### src/rtl/matmul_pkg.sv
// Shared types and constants for the matrix-multiply sequencer and its MAC.
package matmul_pkg;

    localparam int MM_N  = 2;
    localparam int MM_EW = 4;
    localparam int MM_OW = 8;

    // Wide enough to hold N products of two EW-bit operands without overflow
    localparam int ACCW = 2 * MM_EW + $clog2(MM_N);

    typedef logic [MM_EW-1:0] elem_t;
    typedef logic [ACCW-1:0]  acc_t;

    typedef enum logic [1:0] {
        IDLE,
        LOAD,
        COMPUTE,
        DRAIN
    } state_t;

    // Counter width helper: at least one bit even for a dimension of 1
    function automatic int clog2_min1(input int v);
        return (v > 1) ? $clog2(v) : 1;
    endfunction

endpackage

### src/rtl/matmul_sequencer_mac.sv
// Registered multiply-accumulate; o_sum is the value the accumulator takes on
// the next enabled edge, so the caller can store a finished dot product directly.
module matmul_mac #(
    parameter int EW   = 4,
    parameter int ACCW = 9
) (
    input  logic            clk,
    input  logic            rst,
    input  logic            i_en,
    input  logic            i_clear,
    input  logic [EW-1:0]   i_a,
    input  logic [EW-1:0]   i_b,
    output logic [ACCW-1:0] o_sum
);

    logic [ACCW-1:0]   r_acc;
    logic [2*EW-1:0]   w_prod;

    assign w_prod = (2*EW)'(i_a) * (2*EW)'(i_b);
    assign o_sum  = (i_clear ? '0 : r_acc) + ACCW'(w_prod);

    always_ff @(posedge clk) begin
        if (rst) begin
            r_acc <= '0;
        end else if (i_en) begin
            r_acc <= o_sum;
        end
    end

endmodule

### src/rtl/matmul_sequencer.sv
// Load/compute/drain controller time-sharing one MAC over all N^3 products.
// Define MATMUL_SAT_EN to saturate c_out at 2^OW-1 instead of wrapping.
module matmul_sequencer
    import matmul_pkg::*;
#(
    parameter int N  = MM_N,
    parameter int EW = MM_EW,
    parameter int OW = MM_OW
) (
    input  logic          clk,
    input  logic          rst,
    input  logic          ena,
    input  logic          in_valid,
    input  logic [EW-1:0] a_in,
    input  logic [EW-1:0] b_in,
    input  logic          out_ready,
    output logic [OW-1:0] c_out,
    output logic          c_valid,
    output logic          c_last,
    output logic          busy,
    output logic          done
);

    localparam int ACC_W = 2 * EW + $clog2(N);
    localparam int NN    = N * N;
    localparam int IW    = clog2_min1(N);
    localparam int LW    = clog2_min1(NN);
    localparam logic [IW-1:0] LAST_I = IW'(N - 1);
    localparam logic [LW-1:0] LAST_L = LW'(NN - 1);

    state_t             r_state;
    logic [LW-1:0]      r_load_idx;
    logic [LW-1:0]      r_out_idx;
    logic [IW-1:0]      r_i;
    logic [IW-1:0]      r_j;
    logic [IW-1:0]      r_k;
    logic [EW-1:0]      r_a [NN];
    logic [EW-1:0]      r_b [NN];
    logic [ACC_W-1:0]   r_c [NN];
    logic               r_done;

    logic [LW-1:0]      w_a_idx;
    logic [LW-1:0]      w_b_idx;
    logic [LW-1:0]      w_c_idx;
    logic               w_mac_en;
    logic               w_mac_clr;
    logic [ACC_W-1:0]   w_mac_sum;
    logic [OW-1:0]      w_c_map [NN];

    assign w_a_idx   = LW'(int'(r_i) * N + int'(r_k));
    assign w_b_idx   = LW'(int'(r_k) * N + int'(r_j));
    assign w_c_idx   = LW'(int'(r_i) * N + int'(r_j));
    assign w_mac_en  = ena && (r_state == COMPUTE);
    assign w_mac_clr = (r_k == '0);

    matmul_mac #(
        .EW   (EW),
        .ACCW (ACC_W)
    ) u_mac (
        .clk     (clk),
        .rst     (rst),
        .i_en    (w_mac_en),
        .i_clear (w_mac_clr),
        .i_a     (r_a[w_a_idx]),
        .i_b     (r_b[w_b_idx]),
        .o_sum   (w_mac_sum)
    );

    always_ff @(posedge clk) begin
        if (rst) begin
            r_state    <= IDLE;
            r_load_idx <= '0;
            r_out_idx  <= '0;
            r_i        <= '0;
            r_j        <= '0;
            r_k        <= '0;
            r_done     <= 1'b0;
            for (int n = 0; n < NN; n++) begin
                r_a[n] <= '0;
                r_b[n] <= '0;
                r_c[n] <= '0;
            end
        end else if (ena) begin
            r_done <= 1'b0;
            case (r_state)
                IDLE: begin
                    if (in_valid) begin
                        r_a[0] <= a_in;
                        r_b[0] <= b_in;
                        if (NN == 1) begin
                            r_state <= COMPUTE;
                        end else begin
                            r_load_idx <= LW'(1);
                            r_state    <= LOAD;
                        end
                    end
                end
                LOAD: begin
                    if (in_valid) begin
                        r_a[r_load_idx] <= a_in;
                        r_b[r_load_idx] <= b_in;
                        if (r_load_idx == LAST_L) begin
                            r_load_idx <= '0;
                            r_state    <= COMPUTE;
                        end else begin
                            r_load_idx <= r_load_idx + 1'b1;
                        end
                    end
                end
                COMPUTE: begin
                    // k innermost; the dot product completes on the k==N-1 cycle
                    if (r_k == LAST_I) begin
                        r_c[w_c_idx] <= w_mac_sum;
                        r_k          <= '0;
                        if (r_j == LAST_I) begin
                            r_j <= '0;
                            if (r_i == LAST_I) begin
                                r_i       <= '0;
                                r_out_idx <= '0;
                                r_state   <= DRAIN;
                            end else begin
                                r_i <= r_i + 1'b1;
                            end
                        end else begin
                            r_j <= r_j + 1'b1;
                        end
                    end else begin
                        r_k <= r_k + 1'b1;
                    end
                end
                DRAIN: begin
                    if (out_ready) begin
                        if (r_out_idx == LAST_L) begin
                            r_out_idx <= '0;
                            r_state   <= IDLE;
                            r_done    <= 1'b1;
                        end else begin
                            r_out_idx <= r_out_idx + 1'b1;
                        end
                    end
                end
                default: r_state <= IDLE;
            endcase
        end
    end

    // Map each full-width C entry to the OW-bit output format
    for (genvar gi = 0; gi < NN; gi++) begin : g_map
        if (ACC_W > OW) begin : g_narrow
`ifdef MATMUL_SAT_EN
            localparam logic [ACC_W-1:0] SAT_MAX = ACC_W'({OW{1'b1}});
            assign w_c_map[gi] = (r_c[gi] > SAT_MAX) ? {OW{1'b1}} : r_c[gi][OW-1:0];
`else
            logic w_unused_hi;
            assign w_unused_hi = ^r_c[gi][ACC_W-1:OW];
            assign w_c_map[gi] = r_c[gi][OW-1:0];
`endif
        end else begin : g_wide
            assign w_c_map[gi] = OW'(r_c[gi]);
        end
    end

    assign c_valid = (r_state == DRAIN);
    assign c_last  = c_valid && (r_out_idx == LAST_L);
    assign c_out   = c_valid ? w_c_map[r_out_idx] : '0;
    assign busy    = (r_state != IDLE);
    assign done    = r_done;

endmodule

### config.mk
export PLATFORM = sky130hd
export DESIGN_NAME = matmul_sequencer
export DESIGN_NICKNAME = d
export VERILOG_FILES = /design/src/rtl/matmul_pkg.sv /design/src/rtl/matmul_sequencer_mac.sv /design/src/rtl/matmul_sequencer.sv
export SDC_FILE = /design/constraint.sdc
export NUM_CORES = 1
export LEC_CHECK = 0
export ABC_AREA = 0
export BUFFER_PORTS_ARGS = -buffer_cell sky130_fd_sc_hd__buf_4
export CORE_ASPECT_RATIO = 1.25
export CORE_UTILIZATION = 61
export CTS_BUF_LIST = sky130_fd_sc_hd__clkbuf_4
export CTS_CLUSTER_SIZE = 14
export DETAILED_ROUTE_END_ITERATION = 10
export GPL_TIMING_DRIVEN = 0
export PLACE_DENSITY_LB_ADDON = 0.25
export SYNTH_ARGS = -nofsm -noshare
export SYNTH_HDL_FRONTEND = slang
export SYNTH_SLANG_ARGS = --single-unit
export TNS_END_PERCENT = 100
### constraint.sdc
create_clock -name clk -period 6.1 [get_ports clk]
set_input_delay 1.22 -clock clk [delete_from_list [all_inputs] [get_ports clk]]
set_output_delay 1.22 -clock clk [all_outputs]
set_load 0.005 [all_outputs]
==> flow_summary.json <==
{
  "clockPowerShare_pct": 30.7,
  "cts_resized": 0,
  "cts_made_buffers": 9,
  "synthTopCellsByArea": "edfxtp_1 (43%), dfxtp_1 (8.0%), mux4_2 (7.0%)",
  "drive_gt1_share_pct": 16.18,
  "min_from": "u_mac.r_acc[0]",
  "worst_pin_slew_ns": 0.8538,
  "finalSetupTns_ns": 0,
  "htree_levels": 3,
  "io_pins": 25,
  "p_int_mw": 0.8379,
  "synth-main-ff-cell": "edfxtp_1",
  "clkTransAtPathRegs_ns": 0.13,
  "yosysSeqAreaShare_pct": 50.94,
  "cts_hold_buf": 0,
  "syn_area_per_cell_um2": 11.92,
  "wl_um": 8422,
  "rsz0062_at_grt": "false",
  "min_period_over_period_pct": 75.06,
  "r2r-start": "r_i",
  "setup-violations-final": 0,
  "drt_first_pass_iters": 4,
  "clockBufferDepth": 2,
  "clock.fmax_mhz": 218.4,
  "dieArea_um2": 7694,
  "grt_max_degree": 14,
  "cp_common_cell": "fa_1",
  "coreArea_um2": 7019,
  "async_flop_share_pct": 0,
  "wl_per_cell_um": 16.71,
  "route.detailed.drc": 0,
  "start_kind": "flop",
  "core.rowCount": 34,
  "postCtsSetupBuffers": 0,
  "crit_chain": "clkbuf_1 -> mux4_1 -> and2_1 -> fa_1 -> inv_1 -> fa_1 -> inv_1 -> fa_1 -> ha_1 -> a211oi_1 -> o21ai_0 -> xnor2_1 -> nor2_1",
  "syn_area_um2": 4481,
  "hp-class": "reg2reg",
  "synth_edf_count": 64,
  "initial_core_util_pct": 63.83,
  "place.gp.congestion": 0.8297,
  "die_y_um": 97.82,
  "path_buf_inv": 3,
  "hold_slack_ns": 0.4646,
  "maxSlewHeadroom_pct": 42.74,
  "clock_sinks": 82,
  "slew_violations": 0,
  "path_class": "reg2reg",
  "crit_start": "r_i",
  "grt_pass1_wl_um": 13910,
  "synth_area_leader_cell": "edfxtp_1",
  "area_growth_pct": 9.746,
  "synth.distinct_cells": 45,
  "drtIter0Drc": 143,
  "synthesis.instances": 376,
  "num_vias": 2878,
  "switching_share_pct": 24.21,
  "status": "finished clean",
  "hold_viol_final": 0,
  "endpoint_kind": "flop",
  "mostFrequentLayoutCells": "edfxtp_1 (64), nor2_1 (42), and2_1 (37), and3_1 (26), nand2_1 (25)",
  "switchingPower_mw": 0.2677,
  "pwr-share-comb_pct": 12.4,
  "synth.top_cell.area_share_pct": 42.89,
  "path_max_fanout": 10,
  "mostFrequentLayoutCell": "edfxtp_1",
  "nets": 453,
  "peakVddDrop_v": 0.0001650,
  "insertion_delay_ns": 0.44,
  "antenna_left": 0,
  "grt_usage_pct": 24.16,
  "first_global_vias": 2975,
  "cts_tree": "built",
  "fin_crit_ns": 4.579,
  "antenna_cells": 0,
  "critPathArrivalTime_ns": 4.77,
  "fp.dieW_um": 78.66,
  "critical_path_required_ns": 6.30,
  "synth_warnings": 0,
  "finClkSkew_ns": 0.02428,
  "cap_violations": 0,
  "viasPerCell": 5.710,
  "synth_seq_cells": 82,
  "antenna_found_initial": 0,
  "io_buffers": 23,
  "synth_fp_nets": 419,
  "root_buffer": "clkbuf_4",
  "max_stage_delay_ns": 0.54,
  "critPathTopFamily": "adder cells",
  "hpwlAfterDp_um": 6542,
  "p_per_area_nw_per_um2": 224.8,
  "crit_slowest_cell": "fa_1",
  "p_seq_share_pct": 57.0,
  "grt_overflow": 0,
  "p_leak_nw": 1.989
}
[per-stage QoR]
| stage | instances | instance area [µm²] | power (mW) | setup WS [ns] | util (%) |
|---|---|---|---|---|---|
| 5_1_grt | 504 | 4917 | 1.147 | 1.249 | 70.05 |
| 3_3_place_gp | 489 | 4766 | 0.7719 | 1.608 | 67.90 |
| 3_5_place_dp | 489 | 4766 | 0.7790 | 1.524 | 67.90 |
| 2_1_floorplan | 376 | 4481 | 0.7365 | 1.929 | - |
| 6_report | 504 | 4917 | 1.106 | 1.521 | 70.05 |
| 4_1_cts | 504 | 4912 | 1.110 | 1.510 | 69.98 |
[routing by layer]
layer	global-route usage, %	up-vias	part of all wire (%)
met5	0	-	0
met4	9.259	0	1.8
met3	4.579	15	3.0
met2	46.69	49	59
met1	25.02	1396	37
li1	-	1418	-
[power by group through the flow]
stage / combinational (mW) / clock [mW] / sequential, mW
6_report: 0.137 / 0.339 / 0.630
5_1_grt: 0.154 / 0.361 / 0.632
3_5_place_dp: 0.136 / 0 / 0.643
4_1_cts: 0.137 / 0.343 / 0.630
3_3_place_gp: 0.131 / 0 / 0.641
2_1_floorplan: 0.0976 / 0 / 0.639
[state kept, by name, indices dropped and copies added, names as in the netlist]
signal	cells
done	1
r_a	16
r_b	16
r_c	32
r_i	1
r_j	1
r_k	1
r_load_idx	2
r_out_idx	2
r_state	2
u_mac.r_acc	8
[final cells by class]
class                   instances  area (µm²)
flip-flops and latches         82        2282
fillers                       526        2102
multi-input cells             256        2039
repair buffers                 23       172.7
well taps                      90       112.6
plain buffers                  17       85.08
inverters                      21       78.83
clock buffers                  10       75.07
clock inverters                 5       71.32
[kinds of logic after synthesis]
kind of cell | synth area share, %
buffers and inverters | 3.658
xor gates and xnor gates | 1.759
adders and majority gates | 9.885
AOI/OAI and AO/OA | 5.222
DFF | 50.94
and+or+nand+nor | 20.11
muxes | 8.433
[Yosys cell counts, types with 2 or more instances]
cell type  number
a211oi_1        5
a21o_1          2
a21oi_1        10
a311o_1         2
a31oi_1         2
and2_1         37
and3_1         26
and4_1          3
buf_1           2
buf_2           5
buf_6           2
clkbuf_1        8
dfxtp_1        18
edfxtp_1       64
fa_1            9
ha_1           21
inv_1          21
mux4_1          2
mux4_2         14
nand2_1        25
nand2_2         3
nand2b_1        3
nand3_1         7
nor2_1         42
nor2b_1         4
nor3_1          5
nor3_2          2
nor4_1          2
o21ai_0         4
o22ai_1         2
o31ai_1         2
or2_2           2
xnor2_1         6
xor2_1          3
[worst min-delay path, cell delays in order, from the launching register on]
cell,delay [ns]
dfxtp_1,0.32
nand2_1,0.05
a21oi_1,0.06
[path summary, 6_finish.rpt]
kind | to | slack (ns) | cells past startpoint
setup / recovery | r_c[0][7] | 1.52 | 13
hold / removal | u_mac.r_acc[0] | 0.46 | 2
setup reg to reg | r_c[0][7] | 1.52 | 13
hold reg to reg | u_mac.r_acc[0] | 0.46 | 2
(Power assumes the default switching activity.)
